## src/rtl/stopwatch_counter_pkg.sv

```systemverilog
// Shared types, constants and the BCD step helper for the stopwatch time base.
// Imported by the digit counter and the stopwatch top level.
package stopwatch_counter_pkg;

  localparam int BCD_W = 4;

  localparam logic [BCD_W-1:0] DEC_LIMIT     = 4'd9;
  localparam logic [BCD_W-1:0] MIN_LIMIT_DEF = 4'd5;
  localparam logic [BCD_W-1:0] SEC_LIMIT_DEF = 4'd5;

  typedef enum logic [2:0] {
    ST_IDLE     = 3'd0,
    ST_RUN      = 3'd1,
    ST_PAUSED   = 3'd2,
    ST_LAP_RUN  = 3'd3,
    ST_LAP_HELD = 3'd4
  } sw_state_e;

  typedef struct packed {
    logic [BCD_W-1:0] m_tens;
    logic [BCD_W-1:0] m_ones;
    logic [BCD_W-1:0] s_tens;
    logic [BCD_W-1:0] s_ones;
    logic [BCD_W-1:0] c_tens;
    logic [BCD_W-1:0] c_ones;
  } bcd_time_t;

  localparam bcd_time_t BCD_ZERO = bcd_time_t'(24'd0);

  // Next value of one digit; clear wins over increment, and the wrap test uses
  // >= so a corrupted digit can never climb past its limit.
  function automatic logic [BCD_W-1:0] bcd_step(input logic [BCD_W-1:0] q,
                                                input logic             clr,
                                                input logic             inc,
                                                input logic [BCD_W-1:0] limit);
    if (clr) begin
      return 4'd0;
    end else if (inc) begin
      return (q >= limit) ? 4'd0 : (q + 4'd1);
    end else begin
      return q;
    end
  endfunction

  function automatic logic is_running(input sw_state_e st);
    return (st == ST_RUN) || (st == ST_LAP_RUN);
  endfunction

  function automatic logic is_lap(input sw_state_e st);
    return (st == ST_LAP_RUN) || (st == ST_LAP_HELD);
  endfunction

endpackage

```

## src/rtl/stopwatch_counter_digit.sv

```systemverilog
// One BCD digit of the stopwatch carry chain: counts 0..limit on inc and
// signals carry in the same cycle it wraps back to zero.
module bcd_digit_counter
  import stopwatch_counter_pkg::*;
(
  input  logic             clk,
  input  logic             rst_n,
  input  logic             clr,
  input  logic             inc,
  input  logic [BCD_W-1:0] limit,
  output logic [BCD_W-1:0] q,
  output logic             carry
);

  logic [BCD_W-1:0] q_r;

  // Digit register
  always_ff @(posedge clk or negedge rst_n) begin
    if (!rst_n) begin
      q_r <= 4'd0;
    end else begin
      q_r <= bcd_step(q_r, clr, inc, limit);
    end
  end

  assign q     = q_r;
  assign carry = inc & (q_r == limit);

endmodule

```

## src/rtl/stopwatch_counter.sv

```systemverilog
// Stopwatch time base: run/pause/lap FSM, mm:ss.cc BCD carry chain, lap latch
// and the registered display feeding the seven-segment mux.
module stopwatch_counter
  import stopwatch_counter_pkg::*;
#(
  parameter logic [3:0] MIN_LIMIT = MIN_LIMIT_DEF,
  parameter logic [3:0] SEC_LIMIT = SEC_LIMIT_DEF
) (
  input  logic       clk,
  input  logic       rst_n,
  input  logic       tick,
  input  logic       start_stop,
  input  logic       lap,
  input  logic       clear,
  output logic [3:0] m_tens,
  output logic [3:0] m_ones,
  output logic [3:0] s_tens,
  output logic [3:0] s_ones,
  output logic [3:0] c_tens,
  output logic [3:0] c_ones,
  output logic       running,
  output logic       lap_active,
  output logic       rollover
);

  sw_state_e state_r, state_nxt_s;
  logic      clear_go_s;
  logic      lap_latch_s;
  logic      advance_s;

  bcd_time_t live_s, live_nxt_s;
  bcd_time_t lap_r, lap_nxt_s;
  bcd_time_t disp_r, disp_nxt_s;

  logic running_r, lap_active_r, rollover_r;

  logic cy_c_ones_s, cy_c_tens_s, cy_s_ones_s, cy_s_tens_s, cy_m_ones_s, cy_m_tens_s;

  // Next-state decode; clear only acts from the two stopped states and then
  // masks any coincident start_stop/lap.
  always_comb begin
    state_nxt_s = state_r;
    clear_go_s  = 1'b0;
    lap_latch_s = 1'b0;
    case (state_r)
      ST_IDLE: begin
        if (start_stop) state_nxt_s = ST_RUN;
        else            state_nxt_s = ST_IDLE;
      end
      ST_RUN: begin
        if (start_stop) begin
          state_nxt_s = ST_PAUSED;
        end else if (lap) begin
          state_nxt_s = ST_LAP_RUN;
          lap_latch_s = 1'b1;
        end else begin
          state_nxt_s = ST_RUN;
        end
      end
      ST_PAUSED: begin
        if (clear) begin
          state_nxt_s = ST_IDLE;
          clear_go_s  = 1'b1;
        end else if (start_stop) begin
          state_nxt_s = ST_RUN;
        end else begin
          state_nxt_s = ST_PAUSED;
        end
      end
      ST_LAP_RUN: begin
        if (start_stop) state_nxt_s = ST_LAP_HELD;
        else if (lap)   state_nxt_s = ST_RUN;
        else            state_nxt_s = ST_LAP_RUN;
      end
      ST_LAP_HELD: begin
        if (clear) begin
          state_nxt_s = ST_IDLE;
          clear_go_s  = 1'b1;
        end else if (start_stop) begin
          state_nxt_s = ST_LAP_RUN;
        end else if (lap) begin
          state_nxt_s = ST_PAUSED;
        end else begin
          state_nxt_s = ST_LAP_HELD;
        end
      end
      default: begin
        state_nxt_s = ST_IDLE;
      end
    endcase
  end

  // State register
  always_ff @(posedge clk or negedge rst_n) begin
    if (!rst_n) begin
      state_r <= ST_IDLE;
    end else begin
      state_r <= state_nxt_s;
    end
  end

  assign advance_s = tick & is_running(state_r);

  bcd_digit_counter u_c_ones (.clk(clk), .rst_n(rst_n), .clr(clear_go_s), .inc(advance_s),
                              .limit(DEC_LIMIT), .q(live_s.c_ones), .carry(cy_c_ones_s));
  bcd_digit_counter u_c_tens (.clk(clk), .rst_n(rst_n), .clr(clear_go_s), .inc(cy_c_ones_s),
                              .limit(DEC_LIMIT), .q(live_s.c_tens), .carry(cy_c_tens_s));
  bcd_digit_counter u_s_ones (.clk(clk), .rst_n(rst_n), .clr(clear_go_s), .inc(cy_c_tens_s),
                              .limit(DEC_LIMIT), .q(live_s.s_ones), .carry(cy_s_ones_s));
  bcd_digit_counter u_s_tens (.clk(clk), .rst_n(rst_n), .clr(clear_go_s), .inc(cy_s_ones_s),
                              .limit(SEC_LIMIT), .q(live_s.s_tens), .carry(cy_s_tens_s));
  bcd_digit_counter u_m_ones (.clk(clk), .rst_n(rst_n), .clr(clear_go_s), .inc(cy_s_tens_s),
                              .limit(DEC_LIMIT), .q(live_s.m_ones), .carry(cy_m_ones_s));
  bcd_digit_counter u_m_tens (.clk(clk), .rst_n(rst_n), .clr(clear_go_s), .inc(cy_m_ones_s),
                              .limit(MIN_LIMIT), .q(live_s.m_tens), .carry(cy_m_tens_s));

  // Look-ahead of the chain so the display shows a tick one clock after it,
  // and the lap freeze captures the count as it was before a coincident tick.
  always_comb begin
    live_nxt_s.c_ones = bcd_step(live_s.c_ones, clear_go_s, advance_s,   DEC_LIMIT);
    live_nxt_s.c_tens = bcd_step(live_s.c_tens, clear_go_s, cy_c_ones_s, DEC_LIMIT);
    live_nxt_s.s_ones = bcd_step(live_s.s_ones, clear_go_s, cy_c_tens_s, DEC_LIMIT);
    live_nxt_s.s_tens = bcd_step(live_s.s_tens, clear_go_s, cy_s_ones_s, SEC_LIMIT);
    live_nxt_s.m_ones = bcd_step(live_s.m_ones, clear_go_s, cy_s_tens_s, DEC_LIMIT);
    live_nxt_s.m_tens = bcd_step(live_s.m_tens, clear_go_s, cy_m_ones_s, MIN_LIMIT);

    if (clear_go_s) begin
      lap_nxt_s = BCD_ZERO;
    end else if (lap_latch_s) begin
      lap_nxt_s = live_s;
    end else begin
      lap_nxt_s = lap_r;
    end

    if (is_lap(state_nxt_s)) begin
      disp_nxt_s = lap_nxt_s;
    end else begin
      disp_nxt_s = live_nxt_s;
    end
  end

  // Lap latch, display and status registers
  always_ff @(posedge clk or negedge rst_n) begin
    if (!rst_n) begin
      lap_r        <= BCD_ZERO;
      disp_r       <= BCD_ZERO;
      running_r    <= 1'b0;
      lap_active_r <= 1'b0;
      rollover_r   <= 1'b0;
    end else begin
      lap_r        <= lap_nxt_s;
      disp_r       <= disp_nxt_s;
      running_r    <= is_running(state_nxt_s);
      lap_active_r <= is_lap(state_nxt_s);
      rollover_r   <= cy_m_tens_s;
    end
  end

  assign m_tens     = disp_r.m_tens;
  assign m_ones     = disp_r.m_ones;
  assign s_tens     = disp_r.s_tens;
  assign s_ones     = disp_r.s_ones;
  assign c_tens     = disp_r.c_tens;
  assign c_ones     = disp_r.c_ones;
  assign running    = running_r;
  assign lap_active = lap_active_r;
  assign rollover   = rollover_r;

endmodule
```

## config.mk

```make
export PLATFORM = sky130hd
export DESIGN_NAME = stopwatch_counter
export DESIGN_NICKNAME = d
export VERILOG_FILES = /design/src/rtl/stopwatch_counter_pkg.sv /design/src/rtl/stopwatch_counter_digit.sv /design/src/rtl/stopwatch_counter.sv
export SDC_FILE = /design/constraint.sdc
export NUM_CORES = 1
export LEC_CHECK = 0
export CORE_AREA = 2 2 127 129
export DETAILED_ROUTE_END_ITERATION = 8
export DIE_AREA = 0 0 129 131
export PLACE_DENSITY = 0.41
export SLEW_MARGIN = 20
export SYNTH_ARGS = -nofsm -noshare
export SYNTH_HDL_FRONTEND = slang
export SYNTH_SLANG_ARGS = --single-unit
```

## constraint.sdc

```tcl
create_clock -name clk -period 2.7 [get_ports clk]
set_input_delay 0.54 -clock clk [delete_from_list [all_inputs] [get_ports clk]]
set_output_delay 0.54 -clock clk [all_outputs]
set_load 0.01 [all_outputs]
```

==> flow_metrics.py, run 1 <==
metrics = {
    "layout": {
        "final_cells": 589,
        "nets": 392,
        "insertedDiodeCount": 0,
        "area_growth_syn_to_layout_pct": 24.3,
        "drive_gt1_share_pct": 18.8,
        "fin_util_pct": 30.5,
    },
    "drt": {
        "antenna_left": 0,
        "wire_per_inst_um": 13.4,
        "vias": 2485,
        "drc": 0,
        "drt_iter0_drc": 144,
        "finalWirelength_mm": 7.87,
        "drtPass1Iterations": 4,
        "vias_per_cell": 4.22,
    },
    "power": {
        "p_leak_nw": 2.32,
        "powerDensity_mw_per_mm2": 697,
        "power_frac_comb_pct": 23.3,
        "p_int_mw": 2.34,
        "pwr-share-seq_pct": 40.8,
        "switching_share_pct": 29.3,
        "vdd_drop_max_mv": 0.326,
        "p_clk_share_pct": 35.9,
        "power_switching_mw": 0.971,
    },
    "yosys": {
        "syn_nets": 347,
        "synth-async-reset-ratio_pct": 100,
        "yosysSeqAreaShare_pct": 51.0,
        "synth_edf_count": 0,
        "syn_area_mm2": 0.00383,
        "ys_warn_count": 0,
        "syn_inst": 323,
        "syn_area_per_cell_um2": 11.8,
        "ys.flop_type": "dfrtp_1",
        "synth.distinct_cells": 52,
        "ys_ff_latch": 78,
    },
    "floorplan": {
        "die_h_um": 131,
        "row_count": 46,
        "pin_count": 33,
        "die_w_um": 129,
        "core-area_mm2": 0.0156,
        "die-area_mm2": 0.0169,
        "initial_core_util_pct": 24.5,
    },
    "sta": {
        "drv_slew": 0,
        "rsz0062_at_grt": "no",
        "fin_worst_skew_ps": 7.13,
        "slew_headroom_pct": 63.2,
        "finalSetupViolations": 0,
        "period_share_pct": 81.3,
        "final_hold_viol_count": 0,
        "worstMarginPinSlew_ps": 548,
        "fin_setup_tns_ps": 0,
        "fin_ws_ps": 505,
        "max_freq_ghz": 0.455,
        "fin_crit_ps": 2200,
    },
    "cts": {
        "cts_tree": "built",
        "post_cts_buffers": 0,
        "clkTransAtPathRegs_ps": 60,
        "hold_buffers": 0,
        "insertion_delay_ps": 340,
        "numClockSinks": 78,
        "clock_path_buffers": 2,
        "cts_resized": 0,
        "cts-root-buf": "clkbuf_16",
        "cts_buffers": 9,
        "cts_max_level": 3,
    },
    "setup_path": {
        "critPathMaxFanout": 12,
        "cp_data_required_time_ps": 2920,
        "worstSetupStartpointType": "input pin",
        "crit_path_end_kind": "register",
        "worstSetupPathType": "input pin to register",
        "cp.arrival_ps": 2410,
    },
    "place": {
        "place_congestion": 0.769,
        "port_buffers": 32,
        "dpl_worst_slack_ps": 150,
        "dp_hpwl_mm": 5.53,
        "dp_cells": 573,
    },
    "min_path": {
        "hp-class": "input pin to asynchronous set/reset pin",
    },
    "grt": {
        "grt_first_pass_wirelength_mm": 13.4,
        "grt_usage_pct": 10.4,
        "grt_start_max_net_pins": 42,
        "grt_pass1_vias": 2586,
        "antenna_found_initial": 0,
        "overflow": 0,
    },
    "status": {
        "status": "finished, final reports clean",
    },
    "job": {
        "maxCapViolCount": 0,
    },
}
## power by group through the flow
stage	Combinational, mW	Clock [mW]	Sequential [mW]
after detailed placement	0.793	0	1.37
after global placement	0.781	0	1.38
after floorplan	0.531	0	1.37
final	0.773	1.19	1.35
after global routing	0.868	1.28	1.37
after CTS	0.793	1.24	1.35
## critical path: stages
cell             delay, ps
clkdlybuf4s50_1        450
nor2b_1                170
a2111o_1               360
o21ai_2                130
a21o_1                 230
buf_12                 190
mux2_2                 340
## kinds of logic (layout without fill, tap and decap cells)
kind of cell,Yosys count,count (layout),synth area share (%)
compound gates,44,44,7.82
xor+xnor,4,4,0.916
fa+ha+maj,18,18,5.89
buf+inv,30,80,4.61
flops,78,78,51.0
mux,52,52,16.3
simple gates,97,97,13.4
## stage by stage
step	total power [mW]	area, um2	hold slack [ps]
finish	3.32	4760	196
global route	3.51	4760	239
CTS	3.39	4760	211
detailed placement	2.16	4460	529
global placement	2.16	4460	516
floorplan	1.90	3830	244
## synthesized netlist by cell type (all sizes together), types with 6 or more instances
| library cell | n | area share, % |
|---|---|---|
| nand3 | 7 | 1.2 |
| inv | 17 | 1.7 |
| a21oi | 13 | 1.9 |
| ha | 18 | 5.9 |
| buf | 12 | 2.8 |
| mux2i | 26 | 6.8 |
| nor2 | 41 | 4.0 |
| mux2 | 26 | 9.5 |
| o21ai | 12 | 1.7 |
| nand2 | 14 | 1.4 |
| and3b | 6 | 1.4 |
| dfrtp | 78 | 51 |
## flip-flops by register name, indices dropped and copies added, names as in the netlist
register	cells
s_tens	4
state_r	3
u_c_tens.q	4
c_tens	4
lap_active	1
u_m_ones.q	4
m_ones	4
s_ones	4
running	1
rollover	1
u_s_ones.q	4
u_s_tens.q	4
u_c_ones.q	4
c_ones	4
u_m_tens.q	4
m_tens	4
lap_r	24
## worst paths after layout
check / end / start / slack (ps) / cells after the start
max reg2reg: m_ones[1] / u_c_tens.q[1] / 530 / 7
max: c_ones[2] / clear / 500 / 7
max in group asynchronous: u_m_tens.q[3] / rst_n / 1920 / 2
min reg2reg: lap_r[2] / lap_r[2] / 540 / 2
min in group clk: lap_r[2] / lap_r[2] / 540 / 2
min: s_ones[3] / rst_n / 200 / 1
## per-layer routing
layer	vias up	GRT usage [%]	wire length, um
met1	1205	14.1	3920
met4	0	4.03	114
met2	41	16.0	3560
met5	-	0	0
li1	1229	-	-
met3	10	2.52	272
## cells in the final DEF (no fill, tap or decap), types with 5 or more instances in the layout
cell | netlist | routed
dfrtp_1 | 78 | 78
nor2_1 | 41 | 41
clkdlybuf4s50_1 | 0 | 31
mux2i_1 | 26 | 26
mux2_4 | 19 | 19
ha_1 | 18 | 18
inv_1 | 17 | 17
nand2_1 | 14 | 14
buf_4 | 0 | 12
a21oi_1 | 11 | 11
o21ai_0 | 9 | 9
clkbuf_16 | 0 | 9
mux2_2 | 7 | 7
nand3_1 | 5 | 5
## final cells by class
class                      count  area, um2
timing repair buffer          47        480
tap                          216        270
clock buffer                  10        229
sequential                    78       1950
fill                        1593      10800
inverter                      17       63.8
multi-input combinational    215       1700
clock inverter                 6       62.6
Power figures use the tool's default switching activity.
==> run 2, diff against run 1 <==
==> constraint.sdc (replaced) <==
create_clock -name clk -period 2.1 [get_ports clk]
set_input_delay 0.42 -clock clk [delete_from_list [all_inputs] [get_ports clk]]
set_output_delay 0.42 -clock clk [all_outputs]
set_load 0.01 [all_outputs]
==> flow_metrics.py, run 2 (synthesized netlist as in run 1, its figures left out) <==
metrics = {
    "status": {
        "status": "finished, final reports clean",
    },
    "cts": {
        "clock_path_buffers": 2,
        "cts-root-buf": "clkbuf_16",
        "cts_resized": 0,
        "cts_buffers": 9,
        "post_cts_buffers": 0,
        "clkTransAtPathRegs_ps": 60,
        "numClockSinks": 78,
        "cts_tree": "built",
        "cts_max_level": 3,
        "hold_buffers": 0,
        "insertion_delay_ps": 340,
    },
    "setup_path": {
        "critPathMaxFanout": 13,
        "startpoint": "clear",
        "r2r-start": "u_c_tens.q[1]",
        "worstSetupPathType": "input pin to register",
        "crit_path_end_kind": "register",
        "cp_data_required_time_ps": 2320,
        "worstSetupStartpointType": "input pin",
        "cp.arrival_ps": 2220,
    },
    "power": {
        "p_leak_nw": 2.53,
        "powerDensity_mw_per_mm2": 909,
        "p_clk_share_pct": 36.9,
        "power_frac_comb_pct": 26.6,
        "power_switching_mw": 1.33,
        "vdd_drop_max_mv": 0.370,
        "switching_share_pct": 28.5,
        "pwr-share-seq_pct": 36.5,
        "power.total_mw": 4.67,
        "p_int_mw": 3.34,
    },
    "drt": {
        "drtPass1Iterations": 4,
        "vias": 2584,
        "antenna_left": 0,
        "drt_iter0_drc": 112,
        "drc": 0,
        "wire_per_inst_um": 13.4,
        "finalWirelength_mm": 8.33,
        "vias_per_cell": 4.15,
    },
    "sta": {
        "max_freq_ghz": 0.501,
        "fin_worst_skew_ps": 10.3,
        "final_hold_viol_count": 0,
        "drv_slew": 0,
        "fin_crit_ps": 2000,
        "period_share_pct": 95.1,
        "finalSetupViolations": 0,
        "rsz0062_at_grt": "no",
        "slew_headroom_pct": 67.9,
        "worstMarginPinSlew_ps": 478,
    },
    "layout": {
        "insertedDiodeCount": 0,
        "mostFrequentLayoutCell": "dfrtp_1",
        "fillers": 1590,
        "top_register": "lap_r",
        "final_cell_mix": "dfrtp_1 (78), nor2_1 (41), buf_4 (40)",
        "nets": 425,
        "final_cells": 622,
        "area_growth_syn_to_layout_pct": 34.4,
        "largest_reg_flops": 24,
        "drive_gt1_share_pct": 26.6,
        "postLayoutCellArea_mm2": 0.00514,
        "fin_util_pct": 33.0,
    },
    "floorplan": {
        "row_count": 46,
        "die_h_um": 131,
        "core-area_mm2": 0.0156,
        "die_w_um": 129,
        "pin_count": 33,
        "die-area_mm2": 0.0169,
        "initial_core_util_pct": 24.5,
    },
    "grt": {
        "antenna_found_initial": 0,
        "grt_start_max_net_pins": 41,
        "overflow": 0,
        "grt_usage_pct": 10.7,
        "grt_first_pass_wirelength_mm": 13.9,
        "grt_pass1_vias": 2683,
    },
    "place": {
        "dp_cells": 605,
        "place_congestion": 0.765,
        "port_buffers": 32,
        "dpl-instance-area_mm2": 0.00475,
        "dp_hpwl_mm": 5.82,
    },
    "min_path": {
        "hp-class": "input pin to asynchronous set/reset pin",
    },
    "job": {
        "maxCapViolCount": 0,
    },
}
==> run 2: changes by cell type in the layout (fill, tap and decap cells not counted), moves of 2 or more <==
cell and change:
and3b_2 +2, clkinv_2 -2, buf_4 +28, inv_6 +2
buf_12 +4, and3b_1 -2
==> run 2: final timing paths <==
check	end	slack [ps]	cells past startpoint
worst max-delay path	s_tens[1]	100	7
worst min-delay path	u_s_ones.q[0]	10	1
worst max register to register	m_tens[1]	120	8
worst min register to register	lap_r[23]	530	2
max in group asynchronous	m_tens[2]	1540	2
min in group clk	lap_r[23]	530	2
==> run 2: critical path, stage by stage <==
cell and delay [ps]:
clkdlybuf4s50_1 430, nor2b_1 150, a2111o_1 360, o21ai_2 150, a21o_4 200, buf_12 170
mux2_4 320
==> run 2: final cells by class <==
cell class / instances / area (um2) / share of cell area (%)
sequential: 78 / 1950 / 38.0
multi-input combinational: 215 / 1730 / 33.6
timing repair buffer: 80 / 796 / 15.5
tap: 216 / 270 / 5.26
clock buffer: 10 / 239 / 4.65
clock inverter: 6 / 92.6 / 1.80
inverter: 17 / 63.8 / 1.24
==> run 2: through the flow <==
step / hold slack, ps / setup slack (ps) / setup TNS, ps
floorplan: 124 / 191 / 0
global placement: 389 / -278 / -6260
detailed placement: 395 / -292 / -6580
CTS: 24.1 / 7.57 / 0
global route: 43.5 / 11.1 / 0
finish: 10.2 / 103 / 0
==> run 2: power groups by stage <==
stage	logic (mW)	clock network, mW	registers [mW]
finish	1.24	1.72	1.71
global route	1.37	1.84	1.72
CTS	1.20	1.78	1.71
detailed placement	1.20	0	1.73
global placement	1.18	0	1.74
floorplan	0.682	0	1.76
==> run 2: per-layer routing <==
metal	vias to the layer above	wire length [um]	global-route usage (%)
li1	1293	-	-
met5	-	0	0
met4	0	142	4.60
met1	1243	4030	14.1
met3	10	233	2.12
met2	38	3920	17.0
==> run 3, diff against run 2 <==
--- a/config.mk
+++ b/config.mk
@@ -8,7 +8,7 @@
 export CORE_AREA = 2 2 127 129
 export DETAILED_ROUTE_END_ITERATION = 8
 export DIE_AREA = 0 0 129 131
-export PLACE_DENSITY = 0.41
+export PLACE_DENSITY_LB_ADDON = 0.2
 export SLEW_MARGIN = 20
 export SYNTH_ARGS = -nofsm -noshare
 export SYNTH_HDL_FRONTEND = slang
==> flow_metrics.py, run 3 (synthesized netlist as in run 1, its figures left out) <==
metrics = {
    "status": {
        "status": "finished, final reports clean",
    },
    "grt": {
        "top_usage_layer": "met2",
        "grt_use_met2_pct": 16.7,
        "overflow": 0,
        "grtUsageMet1_pct": 13.7,
        "grt_use_met3_pct": 2.89,
        "grt_first_pass_wirelength_mm": 13.6,
        "grt_start_max_net_pins": 44,
        "antenna_found_initial": 0,
        "grt_pass1_vias": 2709,
        "grt_usage_pct": 10.7,
    },
    "floorplan": {
        "die_w_um": 129,
        "die_h_um": 131,
        "die-area_mm2": 0.0169,
        "core-area_mm2": 0.0156,
        "initial_core_util_pct": 24.5,
        "pin_count": 33,
        "row_count": 46,
    },
    "layout": {
        "insertedDiodeCount": 0,
        "top_register": "lap_r",
        "final_cells": 620,
        "final_cell_mix": "dfrtp_1 (78), nor2_1 (40), buf_4 (40)",
        "largest_reg_flops": 24,
        "regArea_mm2": 0.00195,
        "multi_input_area_mm2": 0.00174,
        "drive_gt1_share_pct": 27.0,
        "nets": 423,
        "fillers": 1577,
        "mostFrequentLayoutCell": "dfrtp_1",
        "area_growth_syn_to_layout_pct": 33.6,
        "fin_util_pct": 32.8,
    },
    "place": {
        "dp_hpwl_mm": 5.76,
        "port_buffers": 32,
        "dpl_worst_slack_ps": -326,
        "dp_cells": 603,
        "place_congestion": 0.795,
    },
    "drt": {
        "finalWirelength_mm": 8.16,
        "vias_per_cell": 4.14,
        "drt_iter0_drc": 88,
        "drtPass1Iterations": 4,
        "wire_per_inst_um": 13.2,
        "drc": 0,
        "vias": 2565,
        "antenna_left": 0,
    },
    "cts": {
        "clock_path_buffers": 2,
        "cts_tree": "built",
        "insertion_delay_ps": 340,
        "clkTransAtPathRegs_ps": 60,
        "cts_max_level": 3,
        "cts_buffers": 9,
        "hold_buffers": 0,
        "numClockSinks": 78,
        "cts-root-buf": "clkbuf_16",
    },
    "setup_path": {
        "r2r-start": "u_m_tens.q[0]",
        "worstSetupStartpointType": "register",
        "crit_path_end_kind": "register",
        "cp.arrival_ps": 2270,
        "worstSetupPathType": "register to register",
        "reg2reg_to": "m_tens[3]",
        "critPathMaxFanout": 4,
        "reg2reg_depth": 6,
        "cp_data_required_time_ps": 2380,
        "reg2reg_slack_ps": 110,
    },
    "power": {
        "powerDensity_mw_per_mm2": 910,
        "vdd_drop_max_mv": 0.428,
        "power.total_mw": 4.66,
        "p_leak_nw": 2.53,
    },
    "sta": {
        "drv_slew": 0,
        "fin_ws_ps": 111,
        "period_share_pct": 94.7,
        "max_freq_ghz": 0.503,
        "worstMarginPinSlew_ps": 593,
        "finalSetupViolations": 0,
        "final_hold_viol_count": 0,
        "fin_crit_ps": 1990,
        "slew_headroom_pct": 60.4,
        "hold_slack_ps": 70.6,
        "fin_worst_skew_ps": 5.88,
        "rsz0062_at_grt": "no",
    },
    "min_path": {
        "hp-class": "input pin to asynchronous set/reset pin",
    },
    "job": {
        "maxCapViolCount": 0,
    },
}
[run 3: changes by cell type in the layout (fill, tap and decap cells not counted), moves of 2 or more]
| cell | delta |
|---|---|
| buf_12 | -2 |
| inv_6 | -2 |
| or4_4 | +2 |
| clkinvlp_4 | -2 |
| or4_1 | -2 |
| clkbuf_8 | +2 |
[run 3: worst max path at each step]
stage	slack, ps	end	startpoint
finish	110	m_tens[3]	u_m_tens.q[0]
global route	1	m_tens[1]	u_s_ones.q[1]
CTS	10	m_ones[1]	u_c_tens.q[1]
detailed placement	-330	m_tens[3]	clear
global placement	-310	m_tens[3]	clear
floorplan	190	m_ones[1]	u_c_ones.q[1]
[run 3: power breakdown]
group	switching [mW]	internal, mW	total (mW)
Combinational	0.602	0.613	1.21
Sequential	0.0749	1.63	1.71
Clock	0.597	1.14	1.73
Total	1.27	3.38	4.66
[run 3: worst max-delay path, cell delays in order, from the launching register on]
cell and delay [ps]:
dfrtp_1 410, ha_1 240, nand2b_1 160, or3_1 350, or4_4 420, a21oi_2 180, mux2_2 170
[run 3: per-stage QoR]
stage                     setup TNS [ps]  area [um2]
final                                  0        5110
after global routing                   0        5110
after CTS                              0        5050
after detailed placement           -6770        4710
after global placement             -6570        4710
after floorplan                        0        3830
[run 3: area by class of cell]
cell class,count,area share (%)
clock buffers,13,5.29
inverters,17,1.25
clock inverters,3,1.27
multi-input cells,215,34.0
repair buffers,78,14.8
well taps,216,5.29
flip-flops and latches,78,38.2
[run 3: metal layers]
layer,up-vias,share of wire [%]
li1,1285,-
met1,1239,49
met2,30,45
met3,11,3.0
met4,0,2.3
met5,-,0
[run 3: timing repair]
item                                    4_1_cts  5_1_grt
endpoints found under the setup margin        2       15
pin swaps                                     0        2
buffers inserted                              0        0
gates resized for setup                       1       10
cloned                                        0        1
